<file path="src/rtl/uart_tx_mmio.sv">
// Memory-mapped 8N1 UART transmitter on the core data bus.
// Register window at BASE_ADDR: TXDATA, STATUS, DIV, reserved.
module uart_tx_mmio #(
   parameter logic [31:0] BASE_ADDR  = 32'h1000_0000,
   parameter int          FIFO_DEPTH = 4,
   parameter logic [15:0] DIV_RESET  = 16'd16
) (
   input  logic        clk,
   input  logic        resetn,
   input  logic [31:0] address,
   input  logic [31:0] wdata,
   input  logic [3:0]  byte_enable,
   input  logic        we,
   output logic        hit,
   output logic [31:0] rdata,
   output logic        tx
);

   localparam int         AW    = $clog2(FIFO_DEPTH);
   localparam logic [4:0] DEPTH = 5'(FIFO_DEPTH);

   localparam logic [1:0] IDLE  = 2'd0;
   localparam logic [1:0] START = 2'd1;
   localparam logic [1:0] DATA  = 2'd2;
   localparam logic [1:0] STOP  = 2'd3;

   logic [1:0]    state;
   logic [7:0]    mem [FIFO_DEPTH];
   logic [AW-1:0] wptr;
   logic [AW-1:0] rptr;
   logic [4:0]    count;
   logic          overflow;
   logic [15:0]   div;
   logic [15:0]   frame_div;
   logic [15:0]   bit_cnt;
   logic [7:0]    shift;
   logic [2:0]    bit_idx;

   logic [1:0]    offset;
   logic          wr_tx;
   logic          wr_stat;
   logic          wr_div;
   logic          full;
   logic          empty;
   logic          busy;
   logic          pop;
   logic          push;
   logic          bit_done;
   logic [15:0]   div_eff;
   logic          unused_bits;

   assign hit      = address[31:4] == BASE_ADDR[31:4];
   assign offset   = address[3:2];
   assign wr_tx    = we && hit && offset == 2'd0 && byte_enable[0];
   assign wr_stat  = we && hit && offset == 2'd1 && byte_enable[0]
                     && wdata[3];
   assign wr_div   = we && hit && offset == 2'd2;
   assign full     = count == DEPTH;
   assign empty    = count == 5'd0;
   assign busy     = state != IDLE;
   assign pop      = state == IDLE && !empty;
   // A full FIFO still accepts a byte when the head leaves this cycle.
   assign push     = wr_tx && (!full || pop);
   assign div_eff  = (div == 16'd0) ? 16'd1 : div;
   assign bit_done = bit_cnt == 16'd0;

   assign unused_bits = ^{address[1:0], wdata[31:16], byte_enable[3:2]};

   always_comb begin
      rdata = '0;
      if (hit) begin
         case (offset)
            2'd1:    rdata = {23'd0, count, overflow, busy, empty, full};
            2'd2:    rdata = {16'd0, div};
            default: rdata = '0;
         endcase
      end
   end

   always_ff @(posedge clk) begin
      if (!resetn) begin
         wptr     <= '0;
         rptr     <= '0;
         count    <= '0;
         overflow <= 1'b0;
      end else begin
         if (push) begin
            mem[wptr] <= wdata[7:0];
            wptr      <= wptr + AW'(1);
         end
         if (pop)
            rptr <= rptr + AW'(1);
         if (push && !pop)
            count <= count + 5'd1;
         else if (pop && !push)
            count <= count - 5'd1;
         if (wr_tx && !push)
            overflow <= 1'b1;
         else if (wr_stat)
            overflow <= 1'b0;
      end
   end

   always_ff @(posedge clk) begin
      if (!resetn) begin
         div <= DIV_RESET;
      end else if (wr_div) begin
         if (byte_enable[0])
            div[7:0] <= wdata[7:0];
         if (byte_enable[1])
            div[15:8] <= wdata[15:8];
      end
   end

   // Divisor is captured per frame so DIV writes only affect later bytes.
   always_ff @(posedge clk) begin
      if (!resetn) begin
         state     <= IDLE;
         shift     <= '0;
         bit_idx   <= '0;
         bit_cnt   <= '0;
         frame_div <= 16'd1;
      end else begin
         case (state)
            IDLE: begin
               if (pop) begin
                  shift     <= mem[rptr];
                  frame_div <= div_eff;
                  bit_cnt   <= div_eff - 16'd1;
                  state     <= START;
               end
            end
            START: begin
               if (bit_done) begin
                  bit_cnt <= frame_div - 16'd1;
                  bit_idx <= 3'd0;
                  state   <= DATA;
               end else begin
                  bit_cnt <= bit_cnt - 16'd1;
               end
            end
            DATA: begin
               if (bit_done) begin
                  bit_cnt <= frame_div - 16'd1;
                  shift   <= {1'b0, shift[7:1]};
                  if (bit_idx == 3'd7)
                     state <= STOP;
                  else
                     bit_idx <= bit_idx + 3'd1;
               end else begin
                  bit_cnt <= bit_cnt - 16'd1;
               end
            end
            STOP: begin
               if (bit_done)
                  state <= IDLE;
               else
                  bit_cnt <= bit_cnt - 16'd1;
            end
            default: state <= IDLE;
         endcase
      end
   end

   always_comb begin
      tx = 1'b1;
      case (state)
         START:   tx = 1'b0;
         DATA:    tx = shift[0];
         default: tx = 1'b1;
      endcase
   end

endmodule

</file>
<file path="config.mk">
export PLATFORM = sky130hd
export DESIGN_NAME = uart_tx_mmio
export DESIGN_NICKNAME = d
export VERILOG_FILES = /design/src/rtl/uart_tx_mmio.sv
export SDC_FILE = /design/constraint.sdc
export NUM_CORES = 1
export LEC_CHECK = 0
export CAP_MARGIN = 20
export CORE_UTILIZATION = 40
export DETAILED_ROUTE_END_ITERATION = 6
export SLEW_MARGIN = 30
export SYNTH_ARGS = -nofsm -noshare
export SYNTH_HDL_FRONTEND = slang
export SYNTH_SLANG_ARGS = --single-unit
export TNS_END_PERCENT = 100
</file>
<file path="constraint.sdc">
create_clock -name clk -period 4.3 [get_ports clk]
set_input_delay 0.43 -clock clk [delete_from_list [all_inputs] [get_ports clk]]
set_output_delay 0.43 -clock clk [all_outputs]
set_load 0.02 [all_outputs]
</file>
# After elaboration in Yosys (flattened, before gate mapping)
# Memories as Yosys holds them, arrays and structs flattened. A register that Yosys moved wholly into a read port is not among the register bits.
# Cells that the tools add are included.
op_classes:
  reduce_logical: 35
  addsub: 8
  n_eq_ne: 15
  n_mux: 30
op_table:
  columns: ["cell", "count"]
  rows:
  - ["16-bit two-way mux", 5]
  - ["16-bit case mux with 3 select lines", 1]
  - ["16-bit by 1-bit subtractor with 16-bit output (second input constant)", 3]
  - ["16-bit zero test", 2]
  - ["16-bit case mux with 2 select lines", 1]
  - ["28-bit by 25-bit equality test with 1-bit output (second input constant)", 1]
  - ["8-bit two-way mux", 2]
  - ["8-bit case mux with 2 select lines", 1]
  - ["2-bit two-way mux", 7]
  - ["2-bit inequality test (second input constant)", 7]
  - ["1-bit logical AND", 12]
  - ["5-bit two-way mux", 2]
  - ["2-bit nonzero test", 5]
  - ["3-bit two-way mux", 3]
  - ["2-bit case mux with 4 select lines", 1]
  - ["2-bit AND reduction", 4]
  - ["2-bit equality test (second input constant)", 3]
  - ["3-bit case mux with 2 select lines", 1]
  - ["5-bit by 1-bit adder with 5-bit output (second input constant)", 1]
  - ["5-bit by 3-bit equality test with 1-bit output (second input constant)", 1]
  - ["5-bit zero test", 1]
  - ["1-bit two-way mux", 5]
  - ["5-bit AND reduction", 1]
  - ["5-bit by 1-bit subtractor with 5-bit output (second input constant)", 1]
  - ["other kinds (11)", 17]
word_totals:
  n_memories: 1
  out_inout_bits: 34
  wordCells: 100
  reg_bits: 71
  ramBits: 32
memory_table:
  columns: ["name", "depth", "width", "read_ports", "rd_ports_with_merged_regs", "write_ports", "line", "text"]
  rows:
  - ["mem", 4, 8, 1, 1, 1, "28", "logic [7:0] mem [FIFO_DEPTH];"]

# Logic depth before layout (Yosys ltp)
# Gate-level depths: netlist of run 1.
logic_depth:
  word_depth: 9
  ltp_mapped: 14
  ltp_nobuf: 13

# Worst setup path after synthesis of run 1
# No wires, ideal clock.
synth_path:
  kind: "input-to-reg"
  startpoint: "input port address[14]"
  endpoint: "register count[4]"
  arrival_time_ns: 3.036
  t_required_ns: 4.224
  path_stages: 13
  setup_ns: 0.076
  setup_slack_ns: 1.189
  cell_sequence: "nor4_1 nand4_1 nor4_1 and2_1 clkbuf_1 ha_1 inv_1 fa_1 a21o_1 a21oi_1 xnor2_1 or3_1 a21boi_0"
synth_between:
  elab_chain_len: 8
  elab_cells_between_ends: 10
  cone_classes: "eq/ne (1); mux (1); reduce/logical (8)"
synth_lines:
  columns: ["item", "line", "text"]
  rows:
  - ["from (decl)", "10", "input logic [31:0] address,"]
  - ["28-bit by 25-bit equality test with 1-bit output *", "52", "assign hit = address[31:4] == BASE_ADDR[31:4];"]
  - ["1-bit logical AND * (3 in a row)", "54", "assign wr_tx = we && hit && offset == 2'd0 && byte_enable[0];"]
  - ["1-bit logical AND *", "63", "assign push = wr_tx && (!full || pop);"]
  - ["1-bit zero test", "95", "else if (pop && !push)"]
  - ["1-bit logical AND", "95", null]
  - ["2-bit nonzero test (no source line)", null, null]
  - ["to (signal assigned)", "94", "count <= count + 5'd1;"]
  - ["to (signal assigned)", "96", "count <= count - 5'd1;"]
  - ["to (decl)", "31", "logic [4:0] count;"]
# Mark *: on every way between the ends. The rest lies on a longest branch, timed or not.
# A chain may end at the register's enable or synchronous reset.

# Worst setup path in the final report of run 1
layout_path:
  startpoint: "input port address[6]"
  endpoint: "register count[4]"
# The elaborated chain is that of the path after synthesis.

==> flow_summary.toml, run 1 <==
[clock_network]
root_buffer = "clkbuf_16"
htreeDepth = 3
cts_sinks = 105
cts_tree = "built"
clkSlewWorstSetupHoldPaths_ns = 0.07
cts_buffers = 9
holdBufCountCts = 0
post_cts.repair.setup_buffers = 0
clockBufferDepth = 2
clk_latency_ns = 0.36
cts_resized = 0

[synth]
muxShareOfSynthArea_pct = 8.280
synth_compound_area_share_pct = 12.99
yosysTopAreaCell = "dfxtp_1"
synth_ff_type = "dfxtp_1"
netlist.area_leader.share_pct = 24.12
syn_inst = 637
synth_cell_types = 68
synthArstFlopShare_pct = 0
synth-xor-area-share_pct = 5.782
synth.most_common_cell = "dfxtp_1"
synthTopCellsByArea = "dfxtp_1 (24%), edfxtp_1 (16%), mux2i_1 (5.1%)"
ys_seq_area_share_pct = 39.98
synth-edff-count = 32
synth_common_cells = "dfxtp_1 (73), nand2_1 (72), nor2_1 (40)"
synth-simple-area-share_pct = 22.11
ys_ff_latch = 105
avgSynthCellArea_um2 = 9.513
yosys_warnings = 0
synth_top_family_by_area = "simple AND/OR/NAND/NOR gates"
synthAdderAreaFrac_pct = 4.873
syn-cell-area_um2 = 6060

[grt]
antenna_found_initial = 0
track_usage_pct = 19.09
grt_pass1_vias = 4747
grt_pass1_wl_um = 24010
overflow = 0
grt_max_degree = 46

[detailed_routing]
post_drt_wl_per_cell_um = 16.37
routed_wl_um = 14310
ant_nets = 0
vias = 4714
routed-wl-met3_um = 626
viasPerCell = 5.394
wl_met2_um = 6864
top_layer_used = "met4"
dr.pass1.iters = 7
first_iter_violations = 370
wl_met1_um = 6626
post-route-drc-count = 2

[floorplan]
coreArea_um2 = 14640
die_y_um = 125.1
io_pins = 105
dieWidth_um = 125.1
start_util_pct = 41.38
fp-row-count = 44
die_area_um2 = 15650

[placement]
portBuffers = 68
preCtsSetupSlack_ns = 0.4382
place_hpwl_um = 10560
place.gp.congestion = 0.8414

[sta]
setup_ws_ns = 0.8213
rsz0062_at_grt = "false"
skew_ns = 0.01040
min_period_ns = 3.479
hold_viol = 0
fin_crit_sh_pct = 80.90
setup_tns_ns = 0
finalSetupViolCount = 0
worst_slew_pin_slew_ns = 0.8115
relSlewSlack_pct = 45.49
slew_violations = 0
fmax_mhz = 287.5
holdWs_ns = 0.4691

[cells_and_area]
fillers = 1390
drive_gt1_share_pct = 6.812
final_core_util_pct = 48.39
area_delta_synth_final_pct = 16.93
antenna_cells = 0
fin_nets = 779

[critical_path]
critPathKind = "in2reg"
start_kind = "primary input"
endpoint_kind = "flip-flop"
cp.required_ns = 4.59
crit_fanout = 7
cp_data_arrival_time_ns = 3.77
setup.worst_path.start = "address[6]"
timing.rr.start = "count[0]$_SDFFE_PN0P_"

[power_and_ir_drop]
power.density_nw_per_um2 = 592.5
max-vdd-ir-drop_mv = 0.3103
p_leak_nw = 2.558
finalPower_w = 0.004198

[status]
violations = "design-rule violations"
status = "complete, but fails checks"

[run]
drv_cap = 0

[worst_hold_path]
hp-start = "bit_idx[2]$_SDFFE_PN0P_"
hold_path_class = "reg2reg"
[routing by layer]
| metal | track usage [%] | up-vias |
|---|---|---|
| met1 | 24.46 | 2206 |
| li1 | - | 2352 |
| met3 | 3.166 | 17 |
| met5 | 0 | - |
| met4 | 5.811 | 0 |
| met2 | 32.90 | 139 |
[kinds of logic after synthesis]
| family | after synthesis |
|---|---|
| AO/OA/AOI/OAI | 111 |
| XOR/XNOR | 40 |
| adder cells (fa/ha/maj) | 23 |
| buffers and inverters | 73 |
| flip-flops | 105 |
| multiplexers | 40 |
| other | 1 |
| AND/OR/NAND/NOR | 244 |
[worst paths after layout]
kind                             end  slack, ns  depth (start not counted)
min reg2reg  bit_idx[2]$_SDFFE_PN0P_       0.47                          2
max reg2reg    count[4]$_SDFFE_PN0P_       0.88                         13
max            count[4]$_SDFFE_PN0P_       0.82                         13
min          bit_idx[2]$_SDFFE_PN0P_       0.47                          2
[critical path, cell delays in order]
cell and delay [ns]:
clkdlybuf4s50_1 0.40, nor4_1 0.31, nand4_1 0.21, nor4_1 0.38, and2_1 0.36, ha_1 0.25
inv_1 0.11, fa_1 0.42, a21o_1 0.18, a21oi_1 0.16, xnor2_1 0.09, or3_1 0.30
a21boi_0 0.15
[sequential cells by signal, summed over array words and instances, names as in the netlist, named ones only]
| signal | count |
|---|---|
| bit_cnt | 16 |
| bit_idx | 3 |
| count | 5 |
| div | 16 |
| frame_div | 16 |
| mem | 32 |
| overflow | 1 |
| rptr | 2 |
| shift | 8 |
| state | 2 |
| wptr | 2 |
[cell type report]
| cell class | instances | area, um2 | share of cell area [%] |
|---|---|---|---|
| Tap cell | 184 | 230.2 | 3.249 |
| Timing Repair Buffer | 71 | 698.2 | 9.853 |
| Inverter | 24 | 90.09 | 1.271 |
| Sequential cell | 105 | 2422 | 34.19 |
| Multi-Input combinational cell | 474 | 3338 | 47.11 |
| Clock inverter | 7 | 81.33 | 1.148 |
| Clock buffer | 9 | 225.2 | 3.179 |
[through the flow]
stage / std cells / cell area, um2
floorplan: 652 / 6116
detailed placement: 858 / 6779
global route: 874 / 7086
CTS: 874 / 7086
global placement: 858 / 6775
finish: 874 / 7086
[layout by cell type, fill, tap and decap left out, types with 17 or more instances in the layout]
cell type	count
dfxtp_1	73
nand2_1	72
clkdlybuf4s50_1	67
nor2_1	40
edfxtp_1	32
mux2i_1	31
xnor2_1	24
inv_1	23
ha_1	22
nor2b_1	21
nand3_1	20
a21oi_1	19
a21boi_0	17
[power breakdown]
| group | internal, W | switching, W |
|---|---|---|
| clock network | 0.000420 | 0.000426 |
| registers | 0.00116 | 0.000190 |
| logic | 0.000802 | 0.00120 |
| total | 0.00239 | 0.00181 |
No activity file was read; power rests on OpenSTA's default activity.
==> inputs of run 2 (changes only) <==
clock period = 3.4 ns   (was 4.3 ns; I/O delays follow)
==> run 2 against run 1 <==
Effect of this change:
- global-route usage fell by 0.28 points
- sequential cell count unchanged
- largest cell class unchanged
- the flow still finishes with violations (design-rule violations)
- sequential share of layout area decreased by 0.55 points
- non-clock buffer count increased by 12
- die area unchanged
- design area increased by 1.6%
==> flow_summary.toml, run 2 (synthesis results as in run 1) <==
[grt]
grt_max_degree = 47
grt_pass1_wl_um = 23560
antenna_found_initial = 0
overflow = 0
grt_pass1_vias = 4684
track_usage_pct = 18.81

[critical_path]
crit_fanout = 4
slowest_delay_ns = 0.42
rr_worst_depth = 12
critical_path_depth = 13
critPathKind = "in2reg"
cp.required_ns = 3.68
start_kind = "primary input"
timing.rr.start = "count[0]$_SDFFE_PN0P_"
slowest_stage = "clkdlybuf4s50_1"
cp-endpoint = "count[4]$_SDFFE_PN0P_"
path_common_cell = "nor4_2"
worstPathBufferInverterCount = 2
endpoint_kind = "flip-flop"
crit_chain = "clkdlybuf4s50_1 -> nor4_2 -> nand4_1 -> nor4_2 -> and2_1 -> ha_1 -> inv_1 -> fa_1 -> a21o_1 -> a21oi_1 -> xnor2_1 -> or3_1 -> a21boi_0"
rrSetupSlack_ns = 0.46
rr_endpoint = "count[4]$_SDFFE_PN0P_"
setup.worst_path.start = "address[6]"
cp_top_family = "simple AND/OR/NAND/NOR gates"
cp_data_arrival_time_ns = 3.36

[placement]
place_hpwl_um = 10480
portBuffers = 68
preCtsSetupSlack_ns = -0.1139
place.gp.congestion = 0.8259

[status]
status = "complete, but fails checks"
violations = "design-rule violations"

[clock_network]
htreeDepth = 3
cts_resized = 0
cts_buffers = 9
root_buffer = "clkbuf_16"
clockBufferDepth = 2
cts_tree = "built"
cts_sinks = 105
holdBufCountCts = 0
clkSlewWorstSetupHoldPaths_ns = 0.08
post_cts.repair.setup_buffers = 0
clk_latency_ns = 0.35

[detailed_routing]
viasPerCell = 5.366
first_iter_violations = 285
vias = 4754
post-route-drc-count = 2
dr.pass1.iters = 7
routed_wl_um = 14090
ant_nets = 0
post_drt_wl_per_cell_um = 15.90

[power_and_ir_drop]
p_leak_nw = 2.625
max-vdd-ir-drop_mv = 0.5237
power.density_nw_per_um2 = 749.8

[floorplan]
fp-row-count = 44
coreArea_um2 = 14640
die_area_um2 = 15650
die_y_um = 125.1
start_util_pct = 41.38
dieWidth_um = 125.1
io_pins = 105

[sta]
setup_tns_ns = 0
rsz0062_at_grt = "false"
worst_slew_pin_slew_ns = 0.7664
fmax_mhz = 324.4
slew_violations = 0
skew_ns = 0.01062
relSlewSlack_pct = 48.90
min_period_ns = 3.083
fin_crit_sh_pct = 90.66
finalSetupViolCount = 0
hold_viol = 0
setup_ws_ns = 0.3174

[run]
drv_cap = 0

[cells_and_area]
final_core_util_pct = 49.17
largest_reg_flops = 32
drive_gt1_share_pct = 8.689
final_common_cell = "dfxtp_1"
area_delta_synth_final_pct = 18.83
fin_nets = 791
fillers = 1370
largest-register = "mem"
antenna_cells = 0
layout_common_cells = "dfxtp_1 (73), nand2_1 (72), clkdlybuf4s50_1 (67)"

[worst_hold_path]
hold_path_class = "reg2reg"
## run 2: changes by cell type in the layout (fill, tap and decap cells not counted), sizes merged
cell    previous run  this run
bufinv             0         1
clkinv             2         1
buf                4        16
## run 2: per-stage QoR
stage	hold slack, ns	total power (W)	instances	instance area, um2
6_report	0.4616	0.005399	886	7201
5_1_grt	0.4965	0.005813	886	7201
4_1_cts	0.4638	0.005424	886	7186
3_5_place_dp	0.4532	0.004292	870	6865
3_3_place_gp	0.4427	0.004235	870	6865
2_1_floorplan	0.4345	0.003661	652	6116
## run 2: tightest hold or removal path: stages, from the launching register on
cell      delay, ns
dfxtp_1        0.32
nand2_1        0.06
a21boi_1       0.05
## run 2: power breakdown
| part | internal, W | switching [W] | leakage (nW) |
|---|---|---|---|
| clock network | 0.000597 | 0.000521 | 0.158 |
| logic | 0.00106 | 0.00150 | 1.58 |
| registers | 0.00147 | 0.000241 | 0.883 |
| total | 0.00313 | 0.00227 | 2.62 |
## run 2: worst min-delay path by stage
stage                                       start                      end  cells after the start
after global routing      bit_idx[1]$_SDFFE_PN0P_  bit_idx[1]$_SDFFE_PN0P_                      2
final                     bit_idx[1]$_SDFFE_PN0P_  bit_idx[1]$_SDFFE_PN0P_                      2
after global placement    bit_idx[2]$_SDFFE_PN0P_  bit_idx[2]$_SDFFE_PN0P_                      2
after CTS                 bit_idx[1]$_SDFFE_PN0P_  bit_idx[1]$_SDFFE_PN0P_                      2
after detailed placement  bit_idx[1]$_SDFFE_PN0P_  bit_idx[1]$_SDFFE_PN0P_                      2
after floorplan           bit_idx[1]$_SDFFE_PN0P_  bit_idx[1]$_SDFFE_PN0P_                      2
## run 2: metal layers
metal	GRT usage [%]	vias up	part of all wire, %	wire length (um)
met2	32.01	131	49	6857
li1	-	2378	-	-
met1	24.53	2239	46	6454
met5	0	-	0	0
met3	3.423	6	4.8	682
met4	5.022	0	0.67	95
## run 2: final cells by class
| class | count | area, um2 | share of cell area (%) |
|---|---|---|---|
| well taps | 184 | 230.2 | 3.197 |
| clock buffers | 9 | 225.2 | 3.128 |
| multi-input cells | 474 | 3349 | 46.52 |
| clock inverters | 7 | 95.09 | 1.321 |
| flip-flops and latches | 105 | 2422 | 33.64 |
| inverters | 24 | 90.09 | 1.251 |
| repair buffers | 83 | 788.3 | 10.95 |
==> inputs of run 3 (changes only) <==
PLACE_DENSITY = 0.67   (was not set)
==> run 3 against run 2 <==
Effect of this change:
- the run now ends clean
- sequential cell count stayed put
- non-clock buffer count is 1 higher
- clock power is 4% lower
- wire length is 1.7% higher
- die area stayed put
- maximum frequency is 0.45% higher
- utilization is 0.10 points lower
- register-to-register slack better by 0.02 ns
- critical endpoint unchanged
==> flow_summary.toml, run 3 (synthesis results as in run 1) <==
[sta]
worst_slew_pin_slew_ns = 0.7373
hold_viol = 0
relSlewSlack_pct = 50.85
min_period_ns = 3.069
skew_ns = 0.01062
rsz0062_at_grt = "false"
slew_violations = 0
fmax_mhz = 325.9
fin_crit_sh_pct = 90.25
finalSetupViolCount = 0
setup_ws_ns = 0.3313

[run]
drv_cap = 0

[critical_path]
critPathKind = "in2reg"
rr_endpoint = "count[4]$_SDFFE_PN0P_"
slowest_delay_ns = 0.41
rr_worst_depth = 12
path_common_cell = "nor4_1"
crit_fanout = 4
crit_chain = "clkdlybuf4s50_1 -> nor4_1 -> nand4_1 -> nor4_1 -> and2_1 -> ha_1 -> inv_1 -> fa_1 -> a21o_1 -> a21oi_1 -> xnor2_1 -> or3_1 -> a21boi_0"
cp_top_family = "simple AND/OR/NAND/NOR gates"
setup.worst_path.start = "address[5]"
critical_path_depth = 13
worstPathBufferInverterCount = 2
start_kind = "primary input"
rrSetupSlack_ns = 0.48
slowest_stage = "clkdlybuf4s50_1"
cp.required_ns = 3.69
timing.rr.start = "count[0]$_SDFFE_PN0P_"
cp_data_arrival_time_ns = 3.36
endpoint_kind = "flip-flop"
cp-endpoint = "count[4]$_SDFFE_PN0P_"

[detailed_routing]
vias = 4813
routed_wl_um = 14330
ant_nets = 0
viasPerCell = 5.426
post-route-drc-count = 0
post_drt_wl_per_cell_um = 16.16
first_iter_violations = 309
dr.pass1.iters = 7

[power_and_ir_drop]
max-vdd-ir-drop_mv = 0.3250
power.density_nw_per_um2 = 746.7
p_leak_nw = 2.627

[grt]
grt_pass1_vias = 4769
overflow = 0
grt_pass1_wl_um = 23650
grt_max_degree = 44
track_usage_pct = 18.82
antenna_found_initial = 0

[floorplan]
dieWidth_um = 125.1
die_y_um = 125.1
io_pins = 105
fp-row-count = 44
coreArea_um2 = 14640
die_area_um2 = 15650
start_util_pct = 41.38

[placement]
portBuffers = 68
place_hpwl_um = 10540
dpl.cell_count = 871
preCtsSetupSlack_ns = -0.04888
place.gp.congestion = 0.8487

[cells_and_area]
largest-register = "mem"
final_common_cell = "dfxtp_1"
antenna_cells = 0
layout_common_cells = "dfxtp_1 (73), nand2_1 (72), clkdlybuf4s50_1 (67)"
drive_gt1_share_pct = 8.677
area_delta_synth_final_pct = 18.58
final_core_util_pct = 49.07
fin_nets = 792
final_cells = 887
largest_reg_flops = 32

[clock_network]
cts_resized = 0
clk_latency_ns = 0.36
holdBufCountCts = 0
root_buffer = "clkbuf_16"
htreeDepth = 3
clkSlewWorstSetupHoldPaths_ns = 0.08
cts_buffers = 9
post_cts.repair.setup_buffers = 0
cts_tree = "built"
cts_sinks = 105
clockBufferDepth = 2

[status]
status = "finished, final reports clean"

[worst_hold_path]
hold_path_class = "reg2reg"
-- run 3: stage by stage --
stage                     total power (W)  cell area, um2  hold WS (ns)  setup TNS [ns]
after floorplan                  0.003661            6116        0.4345               0
after global placement           0.004204            6873        0.4423               0
after detailed placement         0.004292            6877        0.4540        -0.04888
after CTS                        0.005368            7183        0.4639               0
after global routing             0.005725            7186        0.4875               0
final                            0.005365            7186        0.4622               0
-- run 3: tightest hold or removal path, cell delays in order, from the launching register on --
cell	delay, ns
dfxtp_1	0.32
nand2_1	0.05
a21boi_1	0.05
-- run 3: where the power goes --
part	internal [W]	switching (W)
Combinational	0.00106	0.00151
Sequential	0.00147	0.000241
Clock	0.000531	0.000547
-- run 3: final cells by class --
class,count,area (um2)
clock buffer,9,225.2
clock inverter,7,81.33
fill,1370,7458
inverter,24,90.09
multi-input combinational,474,3341
sequential,105,2422
tap,184,230.2
timing repair buffer,84,795.8
-- run 3: how the worst min path moves through the flow --
stage                            startpoint                      end  slack (ns)  cells after the start
floorplan           bit_idx[1]$_SDFFE_PN0P_  bit_idx[1]$_SDFFE_PN0P_        0.43                      2
global placement    bit_idx[2]$_SDFFE_PN0P_  bit_idx[2]$_SDFFE_PN0P_        0.44                      2
detailed placement  bit_idx[2]$_SDFFE_PN0P_  bit_idx[2]$_SDFFE_PN0P_        0.45                      2
CTS                 bit_idx[1]$_SDFFE_PN0P_  bit_idx[1]$_SDFFE_PN0P_        0.46                      2
global route        bit_idx[2]$_SDFFE_PN0P_  bit_idx[2]$_SDFFE_PN0P_        0.49                      2
finish              bit_idx[2]$_SDFFE_PN0P_  bit_idx[2]$_SDFFE_PN0P_        0.46                      2
-- run 3: routing by layer --
layer / GRT usage (%) / up-vias / wire [um]
li1: - / 2372 / -
met1: 23.57 / 2275 / 6500
met2: 32.27 / 145 / 6948
met3: 3.038 / 21 / 629
met4: 7.676 / 0 / 252
met5: 0 / - / 0
==> variant (config.mk and constraints of run 1) <==
Set the parameter `FIFO_DEPTH` to 8 (it was 4).
--- a/src/rtl/uart_tx_mmio.sv
+++ b/src/rtl/uart_tx_mmio.sv
@@ -2,7 +2,7 @@
 // Register window at BASE_ADDR: TXDATA, STATUS, DIV, reserved.
 module uart_tx_mmio #(
    parameter logic [31:0] BASE_ADDR  = 32'h1000_0000,
-   parameter int          FIFO_DEPTH = 4,
+   parameter int          FIFO_DEPTH = 8,
    parameter logic [15:0] DIV_RESET  = 16'd16
 ) (
    input  logic        clk,
Function: changed (a bounded check fails within 10 cycles, from zero or initial values and one cycle with resetn low).
==> variant against run 1 <==
- count of clock-buffer cells in the layout is 8 higher
- final area is 24% higher
- sequential share of layout area is 5.1 points higher
- synthesized area is 20% higher
- global-route usage is 0.74 points higher
- the flow still finishes with violations (design-rule violations)
- power is 28% higher
- worst setup slack worse by 46 ps
- sequential cell count is 35 higher
- cell count is 17% higher
- utilization is 0.60 points higher
- worst hold slack better by 12 ps
- critical path type unchanged
- critical endpoint unchanged
- routed wire length is 23% higher
==> variant: results (changes against run 1) <==
.. list-table::
   :header-rows: 1

   * - Metric
     - Value
   * - Sequential-to-total area share from yosys stat
     - 0.4722 (+0.07245)
   * - Vias per std cell
     - 5.570 (+3.3%)
   * - Placed cell count
     - 990 (+15%)
   * - Min-delay src
     - shift[7]$_SDFFE_PN0P_
   * - Post-detailed-route DRC marker count
     - 2 (unchanged)
   * - Ranking of synthesized cells by area
     - sky130_fd_sc_hd__edfxtp_1 26%, sky130_fd_sc_hd__dfxtp_1 21%, sky130_fd_sc_hd__mux2i_1 5.8%, sky130_fd_sc_hd__mux4_2 4.9%, sky130_fd_sc_hd__nor2_1 4.3%
   * - Worst-case reg-to-reg path depth
     - 14 (+1)
   * - Clock skew
     - 9.030 ps (-1.371 ps)
   * - Crit path arrival time
     - 3870 ps (+100 ps)
   * - Max FFs per register
     - 64 (+100%)
   * - Total global routing track utilization
     - 0.1983 (+0.007423)
   * - Detail-routed net length per standard cell
     - 17.26 um (+5.5%)
   * - Number of enable-type register cells in the synthesized netlist
     - 64 (+100%)
   * - Iteration-0 DRC count of the detailed router
     - 500 (+35%)
   * - Routability congestion estimate from global placement
     - 0.8511 (+1.2%)
   * - CTS clk-pin slew, worst paths
     - 60 ps
   * - Maximum count of clock buffers along a single path
     - 2 (unchanged)
   * - Worst min-delay path endpoint
     - shift[7]$_SDFFE_PN0P_
   * - Violations in the final reports
     - design-rule violations
   * - Post-route setup slack
     - 775.5 ps (-45.79 ps)
   * - Worst rel slew slack
     - 0.4017 (-0.05323)
   * - Count of nets after finishing
     - 872 (+12%)
   * - Setup slack of the worst register-to-register path
     - 1170 ps (+290 ps)
   * - Final cell count without fillers
     - 1022 (+17%)
   * - Launching point of the worst reg2reg path
     - state[0]$_SDFFE_PN0P_
   * - Distinct cells, synth
     - 65 (-4.4%)
   * - Avg Inst Size Synth
     - 10.21 sq um (+7.4%)
   * - Outcome
     - complete, but fails checks
   * - Top cells by instance count after synthesis
     - 84 x sky130_fd_sc_hd__nor2_1, 76 x sky130_fd_sc_hd__dfxtp_1, 64 x sky130_fd_sc_hd__edfxtp_1, 50 x sky130_fd_sc_hd__nand2_1, 42 x sky130_fd_sc_hd__mux2i_1
   * - Maximum number of pins on one net before global-route repair
     - 44 (-4.3%)
   * - Peak VDD IR
     - 306.3 uV (-1.3%)
   * - Total number of H-tree levels
     - 4 (+1)
   * - First-pass GRT wire length
     - 28.33 mm (+18%)
   * - Layout cell share with drive strength beyond 1
     - 0.1021 (+0.03403)
   * - CTS buffer count
     - 17 (+8)
   * - Cell area after placement
     - 0.008152 sq mm (+20%)
   * - Placement-stage worst setup slack
     - 343.4 ps (-94.84 ps)
## variant: kinds of logic (layout without fill, tap and decap cells)
group	after synthesis	count (layout)	synth area share
flip-flops	140	140	0.4722
XOR/XNOR	40	40	0.04804
AO/OA/AOI/OAI	118	118	0.1038
adder cells (fa/ha/maj)	21	21	0.03706
multiplexers	58	58	0.1071
AND/OR/NAND/NOR	259	259	0.1760
buffers and inverters	77	141	0.05525
other	1	16	0.0005143
## variant: cell type report
cell class | count | area [sq um]
clock buffer | 17 | 425.4
inverter | 21 | 78.83
fill | 1616 | 9133
tap | 229 | 286.5
timing repair buffer | 88 | 830.8
multi-input combinational | 512 | 3517
clock inverter | 15 | 187.7
sequential | 140 | 3443
## variant: power by group
group / switching (W) / internal (W)
Combinational: 0.00125 / 0.000881
Clock: 0.000595 / 0.000925
Sequential: 0.000183 / 0.00153
## variant: metal layers
metal,track usage,part of all wire
met5,0,0
met4,0.06593,0.013
met3,0.04519,0.062
met2,0.3109,0.47
met1,0.2692,0.46
